File: src/rtl/bus_arbiter.sv
// rtl/bus_arbiter.sv - round-robin shared-bus arbiter with one-cycle turnaround between owners.
// Define BUS_ARB_TIMEOUT_EN to force release after MAX_HOLD owned cycles when others are waiting.
module bus_arbiter #(
   parameter int CHANNELS  = 4,
   parameter int SEL_WIDTH = 2,
   parameter int MAX_HOLD  = 8
) (
   input  logic                 clock,
   input  logic                 reset,
   input  logic [CHANNELS-1:0]  req,
   output logic [CHANNELS-1:0]  grant,
   output logic [SEL_WIDTH-1:0] sel,
   output logic                 busy
);

   if (CHANNELS < 2 || (1 << SEL_WIDTH) < CHANNELS || MAX_HOLD < 2) begin : g_bad_cfg
      $error("bus_arbiter: invalid parameter combination");
   end

   typedef enum logic [1:0] {IDLE, OWN, TURN} state_t;

   state_t                state, state_nxt;
   logic [SEL_WIDTH-1:0]  ptr, ptr_nxt, sel_nxt, winner;
   logic [CHANNELS-1:0]   grant_nxt;
   logic                  busy_nxt, found, owner_req, expired, release_bus;
   int                    idx;

   // Scan ptr, ptr+1, ... wrapping at CHANNELS-1 and take the first requester.
   always_comb begin
      found  = 1'b0;
      winner = '0;
      idx    = 0;
      for (int i = 0; i < CHANNELS; i++) begin
         idx = int'(ptr) + i;
         if (idx >= CHANNELS) idx = idx - CHANNELS;
         if (!found && |(req & (CHANNELS'(1) << idx))) begin
            found  = 1'b1;
            winner = SEL_WIDTH'(idx);
         end
      end
   end

   assign owner_req   = |(req & grant);
   assign release_bus = (state == OWN) && (!owner_req || expired);

`ifdef BUS_ARB_TIMEOUT_EN
   localparam int CW = (MAX_HOLD > 2) ? $clog2(MAX_HOLD) : 1;
   logic [CW-1:0] cnt, cnt_nxt;

   assign expired = (cnt == CW'(MAX_HOLD - 1)) && |(req & ~grant);

   always_comb begin
      cnt_nxt = cnt;
      if (state != OWN || release_bus)
         cnt_nxt = '0;
      else if (cnt != CW'(MAX_HOLD - 1))
         cnt_nxt = cnt + CW'(1);
   end

   always_ff @(posedge clock) begin
      if (reset) cnt <= '0;
      else       cnt <= cnt_nxt;
   end
`else
   assign expired = 1'b0;
`endif

   always_comb begin
      state_nxt = state;
      ptr_nxt   = ptr;
      grant_nxt = grant;
      sel_nxt   = sel;
      busy_nxt  = busy;
      case (state)
         IDLE, TURN: begin
            grant_nxt = '0;
            busy_nxt  = 1'b0;
            state_nxt = IDLE;
            if (found) begin
               state_nxt = OWN;
               grant_nxt = CHANNELS'(1) << winner;
               sel_nxt   = winner;
               busy_nxt  = 1'b1;
            end
         end
         OWN: begin
            if (release_bus) begin
               state_nxt = TURN;
               grant_nxt = '0;
               busy_nxt  = 1'b0;
               ptr_nxt   = (sel == SEL_WIDTH'(CHANNELS - 1)) ? '0 : sel + SEL_WIDTH'(1);
            end
         end
         default: state_nxt = IDLE;
      endcase
   end

   always_ff @(posedge clock) begin
      if (reset) begin
         state <= IDLE;
         ptr   <= '0;
         grant <= '0;
         sel   <= '0;
         busy  <= 1'b0;
      end else begin
         state <= state_nxt;
         ptr   <= ptr_nxt;
         grant <= grant_nxt;
         sel   <= sel_nxt;
         busy  <= busy_nxt;
      end
   end

endmodule

File: config.mk
export PLATFORM = sky130hd
export DESIGN_NAME = bus_arbiter
export DESIGN_NICKNAME = d
export VERILOG_FILES = /design/src/rtl/bus_arbiter.sv
export SDC_FILE = /design/constraint.sdc
export NUM_CORES = 1
export LEC_CHECK = 0
export CAP_MARGIN = 15
export CORE_UTILIZATION = 49
export CTS_BUF_LIST = sky130_fd_sc_hd__clkbuf_8 sky130_fd_sc_hd__clkbuf_16
export DETAILED_ROUTE_END_ITERATION = 12
export PLACE_DENSITY = 0.76
export RECOVER_POWER = 100
export SLEW_MARGIN = 25
export SYNTH_ARGS = -nofsm -noshare
export SYNTH_HDL_FRONTEND = slang
export SYNTH_SLANG_ARGS = --single-unit
export TNS_END_PERCENT = 100
File: constraint.sdc
create_clock -name clock -period 2.4 [get_ports clock]
set_input_delay 0.36 -clock clock [delete_from_list [all_inputs] [get_ports clock]]
set_output_delay 0.36 -clock clock [all_outputs]
set_load 0.02 [all_outputs]
# Yosys cells after proc, flatten, opt, wreduce, memory -nomap -nowiden
# Index checks and enable logic that the tools add are counted.
# word_totals
n_memories,0
rom_bits,0
out_inout_bits,7
regBits,11
latch_bits,0
word_cells,72
ramBits,0
in_bits,6
# op_classes
n_reduce_logical,19
shifts,5
div,0
bitwise,5
add_sub_neg,8
mul,0
magnitude_cmp,4
muxes,22
n_eq_ne,4
# op_table
op,n
32-bit two-way mux,4
"1-bit by 32-bit << shifter with 4-bit output, first input constant",4
4-bit AND,5
4-bit OR reduction,5
2-bit two-way mux,6
"3-bit by 3-bit subtractor with 4-bit output, second input constant",3
"3-bit >= comparator, second input constant",3
4-bit two-way mux,2
4-bit case mux with 2 select lines,1
1-bit two-way mux,7
"2-bit by 2-bit adder with 3-bit output, second input constant",2
2-bit AND reduction,3
"2-bit == test, second input constant",2
1-bit logical AND,4
1-bit logical NOT,4
2-bit case mux with 2 select lines,1
"1-bit by 2-bit << shifter with 4-bit output, first input constant",1
"2-bit by 3-bit subtractor with 4-bit output, second input constant",1
"2-bit by 1-bit adder with 3-bit output, second input constant",1
"2-bit by 3-bit >= comparator with 1-bit output, second input constant",1
"2-bit by 1-bit adder with 2-bit output, second input constant",1
"2-bit by 1-bit == test with 1-bit output, second input constant",1
2-bit logical NOT,1
"2-bit != test, second input constant",1
3 further kinds,3

# Depth between registers and ports, before layout
# Gate-level depths: netlist of run 1.
# depth
ltp_word,18
depth_mapped,7
depth_no_buf,7

# Worst setup path before layout of run 1
# Ideal clock, no wire load.
# synth_path
path_type,register -> register
startpoint,register ptr[0]
endpoint,register grant[2]
synth_period_minus_slack_ps,1873
stages_incl_launch_ff,8
required_time_ps,2274
n_path_buf,0
t_arrival_ps,1747
path_slack_ps,527
path_cell_list,dfxtp_1 inv_1 ha_1 a22o_2 o21ba_2 o311ai_2 a2bb2oi_1 o31ai_1
# synth_via
elab_chain_cells,18
word_cells_on_any_way,44
classes_between,add/sub: 7; order compare: 4; shift: 5; mux: 14; bitwise: 4; reduce/logical: 10
# synth_rtl
item,line,text
"start, declared",23,"logic [SEL_WIDTH-1:0] ptr, ptr_nxt, sel_nxt, winner;"
"start signal, assigned",107,ptr <= ptr_nxt;
"parallel branches: the longest is 16 deep, another holds 3-bit by 3-bit subtractor with 4-bit output",-,
4-bit two-way mux (*),79,if (found) begin
4-bit case mux with 2 select lines (*),74,case (state)
"end signal, assigned",108,grant <= grant_nxt;
"end, declared",11,"output logic [CHANNELS-1:0] grant,"
# Every way passes the cells marked *.
# A chain may end at the register's enable or synchronous reset.

# Final worst setup path of run 1
# Ends and elaborated chain as after synthesis.

==> out/metrics.cfg, run 1 <==
[worst_setup_path]
timing.critical_path.from_type = register
worst_ep_arrival_time_ps = 2230
register_to_register_setup_slack_ps = 280
rr_worst_depth = 7
worstPathMaxFanout = 7
r2r-start = ptr[0]
worstReg2RegEnd = grant[2]
worst-setup-path-type = register to register
required_ps = 2510
timing.critical_path.to_type = register

[sta]
min_period_ps = 2124
final_setup_tns_ps = 0
final.setup_skew_ps = 0.4652
fin_hold_viols = 0
setup_viol = 0
worstMarginPinSlew_ps = 396.6
setup_repair_after_global_routing_missed_its_margin = no
timing.final.crit_share = 0.8849
slew_viol_final = 0
fmax_mhz = 470.9
slew_headroom = 0.7321

[clock_tree]
post-cts-setup-buffers = 0
cts-resized-gates = 0
cts.htree.levels = 1
ctsHoldBuffers = 0
max-clock-path-buffers = 2
cts-buffers-inserted = 3
clk_transition_reported_paths_ps = 50
clock_tree_from_tritoncts = built
cts.root.buffer_cell = sky130_fd_sc_hd__clkbuf_8
cts.sinks = 11
clk-insertion-delay-late_ps = 230

[synth]
post_synth_inst_count = 76
synth-edff-count = 0
synth-seq-cells = 11
postSynthAreaPerCell_um2 = 8.907
syn_area_um2 = 676.9
dominantRegCellSynth = sky130_fd_sc_hd__dfxtp_1
synth-async-reset-ratio = 0
net_count_after_synthesis = 87
synth_cell_types = 32
synth-warning-count = 0
synth_sequential_area_ratio = 0.3253

[cells_and_area]
layout.cells.most_common_list = sky130_fd_sc_hd__dfxtp_1 (11), sky130_fd_sc_hd__dlygate4sd3_1 (8), sky130_fd_sc_hd__nand2_1 (7), sky130_fd_sc_hd__a22oi_1 (6), sky130_fd_sc_hd__nor2_1 (6)
layout-area-overhead-vs-synth_pct = 27.73
antenna_cells_inserted = 0
mostFrequentLayoutCell = sky130_fd_sc_hd__dfxtp_1
drive_above_1_share = 0.09677
fin_nets = 105
design_area_um2 = 864.6

[routing]
ant_nets = 0
detailedRoute.firstPassIterationCount = 4
wirelength_um = 1535
initialDrtViolationCount = 25
route.vias.total = 648
detail_route.vias_per_cell = 6.000
route.detailed.drc = 0
avg_wl_per_cell_um = 14.21

[floorplanning]
floorplan.initialDensity = 0.5268
die_width_um = 39.17
design.portCount = 13
core_area_um2 = 1285
die_height_um = 39.17
die-area_um2 = 1534
row_count = 13

[placement]
dpl_cell_area_um2 = 823.3
gp_routability_congestion = 0.8417
port_buffers = 12
hpwl_um = 1211

[job]
maxCapViolCount = 0

[global_routing]
first_global_vias = 569
wire_length_of_the_first_global_routing_pass_um = 2484
overall_global_routing_resource_usage = 0.2434
grt_antenna_before_repair = 0
overflow_after_grt = 0
maximum_number_of_pins_on_one_net_before_global_route_repair = 8

[pwr]
leak_nw = 0.3758
maximum_ir_drop_on_the_vdd_rail_mv = 0.6875
power_per_cell_area_nw_per_um2 = 1380

[min_path]
hp-class = register to register
timing.hold.worst_endpoint = grant[2]
min_delay_path_depth = 2
hold_path_startpoint = grant[2]

[outcome]
outcome = complete, no violations

metrics by stage:
| step | power (mW) | util | hold slack, ps | std cells | worst slack, ps |
|---|---|---|---|---|---|
| global route | 1.287 | 0.6728 | 513.3 | 108 | 100.7 |
| detailed placement | 1.038 | 0.6407 | 486.7 | 104 | 179.8 |
| finish | 1.193 | 0.6728 | 485.5 | 108 | 276.2 |
| global placement | 1.027 | 0.6407 | 502.5 | 104 | 149.2 |
| CTS | 1.222 | 0.6758 | 489.1 | 108 | 276.9 |
| floorplan | 0.8224 | - | 429.1 | 76 | 527.3 |
logic make-up after synthesis:
family	count (synthesis)	share of synthesized area
compound gates	33	0.3938
buf+inv	4	0.02217
flops	11	0.3253
mux	1	0.01479
simple gates	22	0.1516
fa+ha+maj	5	0.09242
Yosys cell counts, types with 2 or more instances:
master / instances / area share
sky130_fd_sc_hd__dfxtp_1: 11 / 0.33
sky130_fd_sc_hd__nand2_1: 7 / 0.039
sky130_fd_sc_hd__a22oi_1: 6 / 0.067
sky130_fd_sc_hd__nor2_1: 6 / 0.033
sky130_fd_sc_hd__a21oi_1: 5 / 0.037
sky130_fd_sc_hd__ha_1: 5 / 0.092
sky130_fd_sc_hd__and2_1: 4 / 0.037
sky130_fd_sc_hd__inv_1: 4 / 0.022
sky130_fd_sc_hd__a22o_1: 2 / 0.026
sky130_fd_sc_hd__a31o_1: 2 / 0.026
sky130_fd_sc_hd__nand3_1: 2 / 0.015
sky130_fd_sc_hd__o21ai_0: 2 / 0.015
metal layers:
layer / global-route usage / vias up / share of wire
met5: 0 / - / 0
met1: 0.3045 / 293 / 0.44
met4: 0.02586 / 0 / 0
met2: 0.3958 / 30 / 0.48
met3: 0.1040 / 0 / 0.079
li1: - / 325 / -
state kept, by name, summed over array words and instances (netlist names):
| register | count |
|---|---|
| grant | 4 |
| busy | 1 |
| sel | 2 |
| ptr | 2 |
| state | 2 |
cell type report:
| class | count | area, um^2 |
|---|---|---|
| clock buffer | 3 | 41.29 |
| multi-input combinational | 61 | 441.7 |
| sequential | 11 | 220.2 |
| timing repair buffer | 13 | 123.9 |
| tap | 15 | 18.77 |
| inverter | 4 | 15.01 |
| clock inverter | 1 | 3.754 |
| fill | 105 | 420.4 |
critical path, cell delays in order (launching register included):
cell,delay [ps]
sky130_fd_sc_hd__dfxtp_1,430
sky130_fd_sc_hd__inv_1,120
sky130_fd_sc_hd__ha_1,250
sky130_fd_sc_hd__a22oi_1,320
sky130_fd_sc_hd__nand2_1,110
sky130_fd_sc_hd__o311ai_2,330
sky130_fd_sc_hd__a2bb2oi_1,300
sky130_fd_sc_hd__o31ai_1,120
power breakdown:
group          total [mW]  internal (mW)  leakage (nW)  switching (mW)
logic               0.700          0.314         0.258           0.386
registers           0.318          0.253        0.0906          0.0653
clock network       0.175          0.112        0.0269          0.0629
worst max-delay path by stage:
stage | start | endpoint | slack, ps | cells after the start
floorplan | ptr[0] | grant[2] | 530 | 7
global placement | req[3] | grant[2] | 150 | 6
detailed placement | req[3] | grant[0] | 180 | 6
CTS | ptr[0] | grant[0] | 280 | 7
global route | ptr[0] | sel[0] | 100 | 7
finish | ptr[0] | grant[2] | 280 | 7
Note: power is estimated with default switching activity, not from simulation.
==> inputs of run 2 (changes only) <==
--- a/config.mk
+++ b/config.mk
@@ -6,10 +6,10 @@
 export NUM_CORES = 1
 export LEC_CHECK = 0
 export CAP_MARGIN = 15
-export CORE_UTILIZATION = 49
+export CORE_UTILIZATION = 50
 export CTS_BUF_LIST = sky130_fd_sc_hd__clkbuf_8 sky130_fd_sc_hd__clkbuf_16
 export DETAILED_ROUTE_END_ITERATION = 12
-export PLACE_DENSITY = 0.76
+export PLACE_DENSITY = 0.77
 export RECOVER_POWER = 100
 export SLEW_MARGIN = 25
 export SYNTH_ARGS = -nofsm -noshare
==> constraint.sdc (replaced) <==
create_clock -name clock -period 2.6 [get_ports clock]
set_input_delay 0.39 -clock clock [delete_from_list [all_inputs] [get_ports clock]]
set_output_delay 0.39 -clock clock [all_outputs]
set_load 0.02 [all_outputs]
==> run 2 against run 1 <==
Sequential power shrank 6.9%. Cell count fell by 0.93%. First-iteration DRC count grew 44%. Critical path depth is the same. Cell area down 0.14%. Fmax decreased by 0.88%. Total power shrank 7.2%. Non-clock buffer count unchanged. Global-route usage shrank 0.098 points.
==> out/metrics.cfg, run 2 (synthesized netlist as in run 1, its figures left out) <==
[clock_tree]
cts.htree.levels = 1  ; unchanged
max-clock-path-buffers = 2  ; unchanged
clock_tree_from_tritoncts = built
cts.root.buffer_cell = sky130_fd_sc_hd__clkbuf_8
cts-buffers-inserted = 3  ; unchanged
clk-insertion-delay-late_ps = 230  ; about the same
ctsHoldBuffers = 0  ; unchanged
cts.sinks = 11  ; unchanged
cts-resized-gates = 0  ; unchanged
clk_transition_reported_paths_ps = 50  ; about the same
post-cts-setup-buffers = 0  ; unchanged

[worst_setup_path]
required_ps = 2710  ; +200 ps
timing.critical_path.from_type = register
worst_ep_arrival_time_ps = 2250  ; +20 ps
worstPathMaxFanout = 7  ; unchanged
worst-setup-path-type = register to register
timing.critical_path.to_type = register

[pwr]
leak_nw = 0.3762  ; +0.11%
maximum_ir_drop_on_the_vdd_rail_mv = 0.8461  ; +23%
power_per_cell_area_nw_per_um2 = 1282  ; -7.0%

[global_routing]
wire_length_of_the_first_global_routing_pass_um = 2525  ; +1.7%
globalRouteMet1Util = 0.3179  ; +0.01336
overflow_after_grt = 0  ; unchanged
first_global_vias = 587  ; +3.2%
grt.met3_usage = 0.04046  ; -0.06358
grt_antenna_before_repair = 0  ; unchanged
top_usage_layer = met2
maximum_number_of_pins_on_one_net_before_global_route_repair = 8  ; unchanged
gr-usage-met2 = 0.4042  ; +0.008333
overall_global_routing_resource_usage = 0.2425  ; -0.0009760

[sta]
slew_headroom = 0.7083  ; -0.02390
timing.final.crit_share = 0.8241  ; -0.06078
min_period_ps = 2143  ; +18.96 ps
final_setup_tns_ps = 0  ; unchanged
final.setup_skew_ps = 4.508  ; +4.043 ps
setup_viol = 0  ; unchanged
final.hold.worst_slack_ps = 499.6  ; +14.10 ps
fin_hold_viols = 0  ; unchanged
slew_viol_final = 0  ; unchanged
setup_repair_after_global_routing_missed_its_margin = no
worstMarginPinSlew_ps = 431.9  ; +35.38 ps
fmax_mhz = 466.7  ; -0.88%

[outcome]
outcome = complete, no violations

[cells_and_area]
layout-area-overhead-vs-synth_pct = 27.54
drive_above_1_share = 0.09677  ; unchanged
layout.cells.most_common_list = sky130_fd_sc_hd__dfxtp_1 (11), sky130_fd_sc_hd__dlygate4sd3_1 (8), sky130_fd_sc_hd__nand2_1 (7), sky130_fd_sc_hd__a22oi_1 (6), sky130_fd_sc_hd__nor2_1 (6)
utilization = 0.7278  ; +0.05502
fillerInstances = 98  ; -6.7%
fin_nets = 105  ; unchanged
registers.top_by_ff_count = grant
largest_reg_flops = 4  ; unchanged
antenna_cells_inserted = 0  ; unchanged
mostFrequentLayoutCell = sky130_fd_sc_hd__dfxtp_1

[placement]
port_buffers = 12  ; unchanged
gp_routability_congestion = 0.8748  ; +3.9%

[routing]
route.vias.total = 683  ; +5.4%
avg_wl_per_cell_um = 14.45  ; +1.7%
ant_nets = 0  ; unchanged
detail_route.vias_per_cell = 6.383  ; +6.4%
detailedRoute.firstPassIterationCount = 4  ; unchanged
initialDrtViolationCount = 36  ; +44%
route.detailed.drc = 0  ; unchanged
wirelength_um = 1546  ; +0.72%

[floorplanning]
row_count = 12  ; -1
core_area_um2 = 1186  ; -7.7%
die_width_um = 38.80  ; -0.94%
die-area_um2 = 1505  ; -1.9%
floorplan.initialDensity = 0.5707  ; +0.04390
design.portCount = 13  ; unchanged
die_height_um = 38.80  ; -0.94%

[job]
maxCapViolCount = 0  ; unchanged

[min_path]
hp-class = register to register

-- run 2: cell counts in the layout (fill, tap and decap cells not counted) --
No cell type changed its count.
-- run 2: report_power, final --
part	leakage (nW)	internal (mW)	switching, mW	total [mW]
clock network	0.0269	0.104	0.0628	0.166
logic	0.259	0.289	0.355	0.645
registers	0.0906	0.233	0.0633	0.296
-- run 2: final cells by class --
| class | instances | area, um^2 | share of cell area |
|---|---|---|---|
| clock buffer | 3 | 41.29 | 0.04783 |
| inverter | 4 | 15.01 | 0.01739 |
| multi-input combinational | 61 | 441.7 | 0.5116 |
| timing repair buffer | 13 | 123.9 | 0.1435 |
| tap | 14 | 17.52 | 0.02029 |
| clock inverter | 1 | 3.754 | 0.004348 |
| sequential | 11 | 220.2 | 0.2551 |
-- run 2: routing by layer --
layer | up-vias | part of all wire | routed length (um)
li1 | 328 | - | -
met1 | 317 | 0.44 | 687
met2 | 34 | 0.48 | 742
met3 | 4 | 0.061 | 95
met4 | 0 | 0.012 | 19
met5 | - | 0 | 0
-- run 2: worst paths after layout --
check,start,end,depth (start not counted),slack (ps)
worst max-delay path,ptr[0],grant[2],7,460
worst min-delay path,grant[0],grant[0],2,500
worst max register to register,ptr[0],grant[2],7,460
worst min register to register,grant[0],grant[0],2,500
-- run 2: stage by stage --
step	cell area, um^2	power (mW)	worst slack [ps]	std cells
2_1_floorplan	676.9	0.7591	727.3	76
3_3_place_gp	822.0	0.9492	346.7	103
3_5_place_dp	822.0	0.9534	342.0	103
4_1_cts	867.1	1.125	470.5	107
5_1_grt	863.3	1.187	304.5	107
6_report	863.3	1.107	457.3	107
-- run 2: worst max-delay path: stages (launching register included) --
cell	delay (ps)
sky130_fd_sc_hd__dfxtp_1	440
sky130_fd_sc_hd__inv_1	120
sky130_fd_sc_hd__ha_1	260
sky130_fd_sc_hd__a22oi_1	310
sky130_fd_sc_hd__nand2_1	120
sky130_fd_sc_hd__o311ai_2	330
sky130_fd_sc_hd__a2bb2oi_1	310
sky130_fd_sc_hd__o31ai_1	140
==> inputs of run 3 (changes only) <==
--- a/config.mk
+++ b/config.mk
@@ -6,10 +6,10 @@
 export NUM_CORES = 1
 export LEC_CHECK = 0
 export CAP_MARGIN = 15
-export CORE_UTILIZATION = 50
+export CORE_UTILIZATION = 44
 export CTS_BUF_LIST = sky130_fd_sc_hd__clkbuf_8 sky130_fd_sc_hd__clkbuf_16
 export DETAILED_ROUTE_END_ITERATION = 12
-export PLACE_DENSITY = 0.77
+export PLACE_DENSITY = 0.72
 export RECOVER_POWER = 100
 export SLEW_MARGIN = 25
 export SYNTH_ARGS = -nofsm -noshare
==> constraint.sdc (replaced) <==
create_clock -name clock -period 1.75 [get_ports clock]
set_input_delay 0.2625 -clock clock [delete_from_list [all_inputs] [get_ports clock]]
set_output_delay 0.2625 -clock clock [all_outputs]
set_load 0.02 [all_outputs]
==> run 3 against run 2 <==
The run now ends with negative setup slack left. Global-route usage is 1.1 points higher. Hold slack worse by 16 ps. Critical endpoint is now sel[0]. Sequential power is 51% higher. Die area is 13% higher. Cell count is 9.3% higher. Fmax is 16% higher. Largest power group unchanged. Count of clock-buffer cells in the layout stayed put. Clock power is 51% higher. First-iteration DRC count is 61% lower. Critical path type unchanged. Setup slack worse by 560 ps. Routed wire length is 13% higher.
==> out/metrics.cfg, run 3 (synthesized netlist as in run 1, its figures left out) <==
[sta]
final_setup_tns_ps = -502.7  ; -502.7 ps
slew_headroom = 0.7191  ; +0.01085
postLayoutSetupSlackWorst_ps = -98.15  ; -555.4 ps
worstMarginPinSlew_ps = 415.9  ; -16.06 ps
final.setup_skew_ps = 1.648  ; -2.860 ps
final.hold.worst_slack_ps = 483.5  ; -16.17 ps
setup_repair_after_global_routing_missed_its_margin = yes
setup_viol = 8  ; +8
fin_hold_viols = 0  ; unchanged
fmax_mhz = 541.1  ; +16%
min_period_ps = 1848  ; -294.6 ps
timing.final.crit_share = 1.056  ; +0.2320
slew_viol_final = 0  ; unchanged

[clock_tree]
cts.htree.levels = 1  ; unchanged
max-clock-path-buffers = 2  ; unchanged
cts-buffers-inserted = 3  ; unchanged
cts.root.buffer_cell = sky130_fd_sc_hd__clkbuf_8
cts.sinks = 11  ; unchanged
post-cts-setup-buffers = 0  ; unchanged
clock_tree_from_tritoncts = built
clk-insertion-delay-late_ps = 240  ; about the same
ctsHoldBuffers = 0  ; unchanged
clk_transition_reported_paths_ps = 50  ; about the same

[floorplanning]
floorplan.initialDensity = 0.4954  ; -0.07525
die_height_um = 41.22  ; +6.3%
design.portCount = 13  ; unchanged
die_width_um = 41.22  ; +6.3%
row_count = 13  ; +1
die-area_um2 = 1699  ; +13%
core_area_um2 = 1366  ; +15%

[worst_setup_path]
crit_start = ptr[0]
critical_path.endpoint = sel[0]
worstPathMaxFanout = 5  ; -2
rr_worst_depth = 5  ; -2
required_ps = 1880  ; -830 ps
r2r-start = ptr[0]
timing.critical_path.from_type = register
worst_ep_arrival_time_ps = 1980  ; -270 ps
timing.critical_path.to_type = register
worstReg2RegEnd = sel[0]
register_to_register_setup_slack_ps = -100  ; -560 ps
worst-setup-path-type = register to register

[cells_and_area]
fin_nets = 114  ; +8.6%
layout.cells.most_common_list = sky130_fd_sc_hd__dfxtp_1 (9), sky130_fd_sc_hd__buf_4 (9), sky130_fd_sc_hd__nand2_1 (7), sky130_fd_sc_hd__dlygate4sd3_1 (7), sky130_fd_sc_hd__nor2_1 (6)
drive_above_1_share = 0.3137  ; +0.2170
registers.top_by_ff_count = grant
fillerInstances = 106  ; +8.2%
largest_reg_flops = 4  ; unchanged
layout-area-overhead-vs-synth_pct = 49.17
antenna_cells_inserted = 0  ; unchanged
design_area_um2 = 1010  ; +17%

[routing]
route.detailed.drc = 0  ; unchanged
wirelength_um = 1745  ; +13%
detail_route.vias_per_cell = 5.932  ; -7.1%
route.vias.total = 694  ; +1.6%
detailedRoute.firstPassIterationCount = 4  ; unchanged
avg_wl_per_cell_um = 14.91  ; +3.2%
initialDrtViolationCount = 14  ; -61%
ant_nets = 0  ; unchanged

[min_path]
hp-class = register to register

[global_routing]
maximum_number_of_pins_on_one_net_before_global_route_repair = 7  ; -1
overall_global_routing_resource_usage = 0.2531  ; +0.01062
first_global_vias = 644  ; +9.7%
wire_length_of_the_first_global_routing_pass_um = 2691  ; +6.6%
grt_antenna_before_repair = 0  ; unchanged
overflow_after_grt = 0  ; unchanged

[pwr]
leak_nw = 0.4351  ; +16%
power_per_cell_area_nw_per_um2 = 1896  ; +48%
maximum_ir_drop_on_the_vdd_rail_mv = 1.367  ; +62%

[placement]
port_buffers = 12  ; unchanged
gp_routability_congestion = 0.7267  ; -17%
dpl_cell_area_um2 = 945.9  ; +15%
hpwl_um = 1353

[outcome]
outcome = finished with violations
violations = negative setup slack

[job]
maxCapViolCount = 0  ; unchanged

-- run 3: stage by stage --
stage               utilization  power [mW]  std cells  setup slack [ps]
global placement         0.6923       1.636        113            -259.9
floorplan                     -       1.254         76            -6.706
detailed placement       0.6923       1.655        113            -296.4
CTS                      0.7353       1.929        117            -75.09
global route             0.7390       2.051        117            -170.9
finish                   0.7390       1.915        117            -98.15
-- run 3: layer usage --
| layer | wire [um] | global-route usage | part of all wire |
|---|---|---|---|
| met5 | 0 | 0 | 0 |
| met4 | 25 | 0.1532 | 0.014 |
| met3 | 50 | 0.08152 | 0.029 |
| met2 | 854 | 0.4219 | 0.49 |
| met1 | 814 | 0.2754 | 0.47 |
-- run 3: final cells by class --
cell class | instances | area, um^2 | share of cell area
inverter | 4 | 17.52 | 0.01735
tap | 15 | 18.77 | 0.01859
multi-input combinational | 61 | 508.0 | 0.5031
clock inverter | 1 | 3.754 | 0.003717
sequential | 11 | 227.7 | 0.2255
timing repair buffer | 22 | 192.7 | 0.1908
clock buffer | 3 | 41.29 | 0.04089
-- run 3: how the worst min path moves through the flow --
| stage | from | end | depth (start not counted) |
|---|---|---|---|
| 2_1_floorplan | reset | ptr[0] | 1 |
| 3_3_place_gp | grant[2] | grant[2] | 2 |
| 3_5_place_dp | grant[0] | grant[0] | 2 |
| 4_1_cts | grant[0] | grant[0] | 2 |
| 5_1_grt | grant[0] | grant[0] | 2 |
| 6_report | grant[0] | grant[0] | 2 |
-- run 3: worst max-delay path, stage by stage (launching register included) --
cell and delay [ps]:
sky130_fd_sc_hd__dfxtp_4 360, sky130_fd_sc_hd__ha_2 210, sky130_fd_sc_hd__a22o_1 240, sky130_fd_sc_hd__a221oi_1 310, sky130_fd_sc_hd__a41oi_1 280, sky130_fd_sc_hd__o221a_2 330
-- run 3: power breakdown --
part / internal (mW) / total (mW) / switching (mW) / leakage [nW]
Clock: 0.154 / 0.250 / 0.0964 / 0.0269
Combinational: 0.579 / 1.22 / 0.637 / 0.316
Sequential: 0.356 / 0.448 / 0.0920 / 0.0921
Total: 1.09 / 1.91 / 0.825 / 0.435
-- run 3: repair_timing --
action                                  in CTS  in global routing
pin swaps                                    2                  0
resized for setup                            4                  4
cloned                                       0                  0
endpoints found under the setup margin       8                  9
